File: config.mk
export PLATFORM = sky130hd
export DESIGN_NAME = btn_debounce
export DESIGN_NICKNAME = d
export VERILOG_FILES = /design/src/rtl/btn_pkg.sv /design/src/rtl/sync_2ff.sv /design/src/rtl/btn_debounce.sv
export SDC_FILE = /design/constraint.sdc
export NUM_CORES = 1
export LEC_CHECK = 0
export CAP_MARGIN = 20
export CELL_PAD_IN_SITES_DETAIL_PLACEMENT = 0
export CELL_PAD_IN_SITES_GLOBAL_PLACEMENT = 1
export CORE_MARGIN = 10
export CORE_UTILIZATION = 46
export DETAILED_ROUTE_END_ITERATION = 10
export GPL_ROUTABILITY_DRIVEN = 0
export PLACE_DENSITY = 0.8
export SKIP_LAST_GASP = 1
export SLEW_MARGIN = 20
export SYNTH_ARGS = -nofsm -noshare
export SYNTH_HDL_FRONTEND = slang
export SYNTH_HIERARCHICAL = 1
export SYNTH_SLANG_ARGS = --single-unit
File: constraint.sdc
create_clock -name clk -period 2.5 [get_ports clk]
set_input_delay 0.375 -clock clk [delete_from_list [all_inputs] [get_ports clk]]
set_output_delay 0.375 -clock clk [all_outputs]
set_load 0.005 [all_outputs]
File: src/rtl/btn_pkg.sv
// Shared state encoding for the push-button debouncer.
// The encodings are chosen so that state_out can drive debug LEDs directly.
package btn_pkg;

    localparam int unsigned STATE_W = 2;

    typedef enum logic [STATE_W-1:0] {
        IDLE         = 2'b00,
        PRESS_WAIT   = 2'b01,
        PRESSED      = 2'b11,
        RELEASE_WAIT = 2'b10
    } state_t;

endpackage

File: src/rtl/sync_2ff.sv
// Two-flop synchroniser for a single asynchronous input.
// It has an async active-high clear, so it can be reused for the other board inputs.
module sync_2ff (
    input  logic i_clk,
    input  logic i_rst,
    input  logic i_d,
    output logic o_q
);

    logic r_s1;
    logic r_s2;

    always_ff @(posedge i_clk or posedge i_rst) begin
        if (i_rst) begin
            r_s1 <= 1'b0;
            r_s2 <= 1'b0;
        end else begin
            r_s1 <= i_d;
            r_s2 <= r_s1;
        end
    end

    assign o_q = r_s2;

endmodule

File: src/rtl/btn_debounce.sv
// Push-button conditioner: synchronise, debounce, then emit a level plus press/release strobes.
// Auto-repeat of press_pulse while held is enabled by defining BTN_AUTOREPEAT_EN.
module btn_debounce
    import btn_pkg::*;
#(
    parameter int unsigned DB_CYCLES     = 1000000,
    parameter int unsigned REPEAT_DELAY  = 20000000,
    parameter int unsigned REPEAT_PERIOD = 5000000
) (
    input  logic               clk,
    input  logic               rst,
    input  logic               btn_in,
    output logic               level,
    output logic               press_pulse,
    output logic               rel_pulse,
    output logic [STATE_W-1:0] state_out
);

    if (DB_CYCLES < 2) begin : g_bad_db
        $error("btn_debounce: DB_CYCLES must be at least 2");
    end
    if (REPEAT_PERIOD < 1 || REPEAT_PERIOD > REPEAT_DELAY) begin : g_bad_rpt
        $error("btn_debounce: REPEAT_PERIOD must be in 1..REPEAT_DELAY");
    end

    localparam int unsigned    DB_W    = $clog2(DB_CYCLES);
    localparam logic [DB_W-1:0] DB_LAST = DB_W'(DB_CYCLES - 1);

    logic            w_s2;
    state_t          r_state;
    state_t          w_state_d;
    logic [DB_W-1:0] r_db_cnt;
    logic [DB_W-1:0] w_db_cnt_d;
    logic            w_rpt_fire;
    logic            w_level_d;
    logic            w_press_d;
    logic            w_rel_d;
    logic            r_level;
    logic            r_press;
    logic            r_rel;

    sync_2ff u_sync (
        .i_clk (clk),
        .i_rst (rst),
        .i_d   (btn_in),
        .o_q   (w_s2)
    );

    // A reverted input takes priority over a terminal count, so a collision never accepts.
    always_comb begin
        w_state_d  = r_state;
        w_db_cnt_d = r_db_cnt;
        unique case (r_state)
            IDLE: begin
                if (w_s2) begin
                    w_state_d  = PRESS_WAIT;
                    w_db_cnt_d = '0;
                end
            end
            PRESS_WAIT: begin
                if (!w_s2) begin
                    w_state_d  = IDLE;
                    w_db_cnt_d = '0;
                end else if (r_db_cnt == DB_LAST) begin
                    w_state_d  = PRESSED;
                    w_db_cnt_d = '0;
                end else begin
                    w_db_cnt_d = r_db_cnt + 1'b1;
                end
            end
            PRESSED: begin
                if (!w_s2) begin
                    w_state_d  = RELEASE_WAIT;
                    w_db_cnt_d = '0;
                end
            end
            RELEASE_WAIT: begin
                if (w_s2) begin
                    w_state_d  = PRESSED;
                    w_db_cnt_d = '0;
                end else if (r_db_cnt == DB_LAST) begin
                    w_state_d  = IDLE;
                    w_db_cnt_d = '0;
                end else begin
                    w_db_cnt_d = r_db_cnt + 1'b1;
                end
            end
            default: begin
                w_state_d  = IDLE;
                w_db_cnt_d = '0;
            end
        endcase
    end

`ifdef BTN_AUTOREPEAT_EN
    localparam int unsigned     RPT_W      = $clog2(REPEAT_DELAY);
    localparam logic [RPT_W-1:0] RPT_LAST   = RPT_W'(REPEAT_DELAY - 1);
    localparam logic [RPT_W-1:0] RPT_RELOAD = RPT_W'(REPEAT_DELAY - REPEAT_PERIOD);

    logic [RPT_W-1:0] r_rpt_cnt;
    logic [RPT_W-1:0] w_rpt_cnt_d;

    // Reloading to DELAY-PERIOD makes later strobes land every REPEAT_PERIOD cycles.
    // The count is held in RELEASE_WAIT and restarts on any entry to PRESSED.
    always_comb begin
        w_rpt_cnt_d = r_rpt_cnt;
        w_rpt_fire  = 1'b0;
        if (w_state_d == PRESSED && r_state != PRESSED) begin
            w_rpt_cnt_d = '0;
        end else if (r_state == PRESSED && w_state_d == PRESSED) begin
            if (r_rpt_cnt == RPT_LAST) begin
                w_rpt_fire  = 1'b1;
                w_rpt_cnt_d = RPT_RELOAD;
            end else begin
                w_rpt_cnt_d = r_rpt_cnt + 1'b1;
            end
        end
    end

    always_ff @(posedge clk or posedge rst) begin
        if (rst) begin
            r_rpt_cnt <= '0;
        end else begin
            r_rpt_cnt <= w_rpt_cnt_d;
        end
    end
`else
    assign w_rpt_fire = 1'b0;
`endif

    always_comb begin
        w_level_d = (w_state_d == PRESSED) || (w_state_d == RELEASE_WAIT);
        w_press_d = ((r_state == PRESS_WAIT) && (w_state_d == PRESSED)) || w_rpt_fire;
        w_rel_d   = (r_state == RELEASE_WAIT) && (w_state_d == IDLE);
    end

    always_ff @(posedge clk or posedge rst) begin
        if (rst) begin
            r_state  <= IDLE;
            r_db_cnt <= '0;
            r_level  <= 1'b0;
            r_press  <= 1'b0;
            r_rel    <= 1'b0;
        end else begin
            r_state  <= w_state_d;
            r_db_cnt <= w_db_cnt_d;
            r_level  <= w_level_d;
            r_press  <= w_press_d;
            r_rel    <= w_rel_d;
        end
    end

    assign level       = r_level;
    assign press_pulse = r_press;
    assign rel_pulse   = r_rel;
    assign state_out   = r_state;

endmodule

==> flow_summary_export.csv, run 1 <==
group,metric,value,unit
status,outcome,"finished clean",
timing,rsz0062_at_grt,"false",
finish,syn2layout_area_growth,9.650,%
synthesis,synthTopCellsByArea,"dfrtp_1, xor2_1, nor2_1, ha_1, xnor2_1",
detailed_routing,wire_per_inst,14.62,um
setup_path,critPathBufInv,1,
timing,timing.fmax,0.4448,GHz
timing,tightest_slew,0.6185,ns
synthesis,async_flop_share,100.0,%
synthesis,synth_compound_area_share,6.490,%
timing,period_minus_slack,2.248,ns
synthesis,syn_area,1465,um2
power_and_ir_drop,vdd.ir_drop.worst,340.0,uV
detailed_routing,vias,1076,
finish,fin_nets,165,
synthesis,synth_edf_count,0,
detailed_routing,avgViaCountPerCell,5.407,
clocking,cts_buffers,3,
floorplanning,row_count,20,
setup_path,cp_max_fo,10,
detailed_routing,wirelength,2909,um
floorplanning,initial_utilization,47.99,%
timing,slew_headroom,58.39,%
clocking,clk_pin_slew,0.15,ns
timing,setup_viol,0,
clocking,cts_sinks,27,
synthesis,synthSimpleGateAreaFrac,27.92,%
global_route,overflow,0,
synthesis,synth.avg_cell_area,10.10,um2
timing,finalHoldViolations,0,
global_route,grt_pass1_wl,5292,um
power_and_ir_drop,leakagePower,0.6533,nW
global_route,antenna_found_initial,0,
clocking,cts_max_level,1,
floorplanning,dieArea,5842,um2
clocking,cts_hold_buf,0,
power_and_ir_drop,clockPowerShare,16.7,%
global_route,grt_pass1_vias,1135,
global_route,grtUsageTotal,10.66,%
clocking,clk_latency,0.33,ns
setup_path,critPathCaptureType,"register",
synthesis,synth_top_area_share,46.11,%
clocking,cts_buffer_depth,2,
flow_run,drv_cap,0,
synthesis,yosys_register_bits,27,
power_and_ir_drop,p_sw,429.7,uW
detailed_routing,ant_nets,0,
synthesis,syn_inst,145,
power_and_ir_drop,powerDensity,707.0,nW/um2
clocking,clock-root-buffer,"clkbuf_4",
synthesis,ys.flop_type,"dfrtp_1",
timing,fin_tns_setup,0,ns
setup_path,path_class,"reg2reg",
synthesis,synth_cell_types,37,
setup_path,crit_required,2.72,ns
power_and_ir_drop,power,1.136,mW
global_route,grt_max_degree,26,
setup_path,path_cells,"inv_1 > ha_1 > mux2_4 > nor4_1 > nand4_1 > xor2_1 > nor2_1",
setup_path,worstPathArrival,2.47,ns
clocking,post_cts_resized,0,
synthesis,synth_xor_area_share,9.564,%
power_and_ir_drop,power_frac_comb,38.5,%
floorplanning,die_width,76.44,um
synthesis,synth_mux_area_share,2.477,%
floorplanning,coreArea,3053,um2
synthesis,synth-adder-area-share,5.124,%
synthesis,seq_area_frac_synth,46.11,%
setup_path,crit_path_max_incr_delay,0.59,ns
timing,finalCritPeriodShare,89.93,%
setup_path,r2r_slack,0.25,ns
setup_path,crit_family,"simple AND/OR/NAND/NOR gates",
finish,layout-drive-gt1-share,11.61,%
clocking,postCtsSetupRepairBufs,0,
setup_path,crit_path_top_delay_cell,"nor4_1",
worst_hold_path,hp-class,"in2async",
detailed_routing,firstDrtPassIters,4,
timing,drv_slew,0,
timing,fin_skew,0.007044,ns
power_and_ir_drop,power_frac_seq,44.7,%
setup_path,start_kind,"register",
power_and_ir_drop,sw_frac_of_total,37.83,%
synthesis,ys_top_cells_by_count,"dfrtp_1, nor2_1, nand2_1",
detailed_routing,drt_iter0_markers,29,
detailed_routing,drc,0,
synthesis,syn_nets,154,
floorplanning,ios,8,
placed_design,port-buffer-count,7,
synthesis,synth_top_family_by_area,"simple AND/OR/NAND/NOR gates",
clocking,cts_tree,"yes",
placed_design,hpwl,2190,um
finish,antennaDiodeCount,0,
floorplanning,die_h,76.44,um
synthesis,synth_warnings,6,
synthesis,synthMostInstantiatedCell,"dfrtp_1",
synthesis,synth_largest_area_cell,"dfrtp_1",
power_and_ir_drop,p_int,706.2,uW
finish,fillers,292,
==> flip-flops by register name, indices dropped and copies added (netlist names) <==
| register | cells |
|---|---|
| press_pulse | 1 |
| level | 1 |
| r_db_cnt | 20 |
| u_sync/r_s1 | 1 |
| rel_pulse | 1 |
| state_out | 2 |
| u_sync/o_q | 1 |
==> final cells by class <==
cell class	instances	area, um2	share of cell area [%]
clock buffer	3	22.52	1.402
clock inverter	1	5.005	0.3115
timing repair buffer	8	77.57	4.829
sequential	27	675.6	42.06
inverter	4	15.01	0.9346
tap	44	55.05	3.427
multi-input combinational	112	755.7	47.04
==> worst reg2reg max path, stage by stage (launching register included) <==
cell,delay [ns]
dfrtp_1,0.45
inv_1,0.12
ha_1,0.21
mux2_4,0.35
nor4_1,0.60
nand4_1,0.19
xor2_1,0.18
nor2_1,0.05
==> logic make-up after synthesis <==
logic type / Yosys count
AO/OA/AOI/OAI: 15
XOR/XNOR: 16
adder cells (fa/ha/maj): 6
buffers and inverters: 6
flip-flops: 27
multiplexers: 3
AND/OR/NAND/NOR: 72
==> per-layer routing <==
| metal | up-vias | share of wire (%) | track usage [%] |
|---|---|---|---|
| met5 | - | 0 | 0 |
| met4 | 0 | 1.2 | 3.717 |
| met3 | 5 | 1.5 | 1.887 |
| met2 | 6 | 50 | 17.86 |
| met1 | 539 | 47 | 13.35 |
| li1 | 526 | - | - |
==> metrics by stage <==
step	util, %	cells	cell area (um2)	hold slack, ns	worst slack [ns]
after floorplan	-	145	1465	0.1162	0.5639
after global placement	51.72	195	1579	0.3327	0.3678
after detailed placement	51.72	195	1579	0.3355	0.2964
after CTS	52.62	199	1607	0.1935	0.2387
after global routing	52.62	199	1607	0.2121	0.007841
final	52.62	199	1607	0.2060	0.2518
==> path summary, 6_finish.rpt <==
kind,startpoint,end,cells past startpoint
min in group clk,u_sync/r_s1,u_sync/o_q,0
setup reg to reg,state_out[1],r_db_cnt[14],7
hold reg to reg,u_sync/r_s1,u_sync/o_q,0
max in group asynchronous,rst,rel_pulse,3
setup / recovery,state_out[1],r_db_cnt[14],7
hold / removal,rst,u_sync/o_q,2
==> power by group through the flow <==
stage	sequential [mW]	combinational [mW]	clock, mW
final	0.508	0.438	0.190
after global routing	0.514	0.488	0.217
after CTS	0.509	0.443	0.201
after detailed placement	0.518	0.442	0
after global placement	0.511	0.428	0
after floorplan	0.511	0.312	0
==> cells in the final DEF, fill, tap and decap left out, types with 4 or more instances in the layout <==
| master | synthesis | routed |
|---|---|---|
| inv_1 | 4 | 4 |
| nand3_1 | 8 | 8 |
| xnor2_1 | 6 | 6 |
| nand4_1 | 4 | 4 |
| o21ai_0 | 5 | 5 |
| xor2_1 | 10 | 10 |
| a21oi_1 | 4 | 4 |
| ha_1 | 6 | 6 |
| clkdlybuf4s50_1 | 0 | 7 |
| nand2_1 | 13 | 13 |
| nor3_1 | 5 | 5 |
| nor2_1 | 22 | 22 |
| dfrtp_1 | 27 | 27 |
No activity file was read; power rests on OpenSTA's default activity.
==> inputs of run 2 (changes only) <==
- CTS_CLUSTER_DIAMETER: unset -> 60
==> results of run 2 <==
Same layout as run 1: the final DEF is identical, and so are final timing and power.
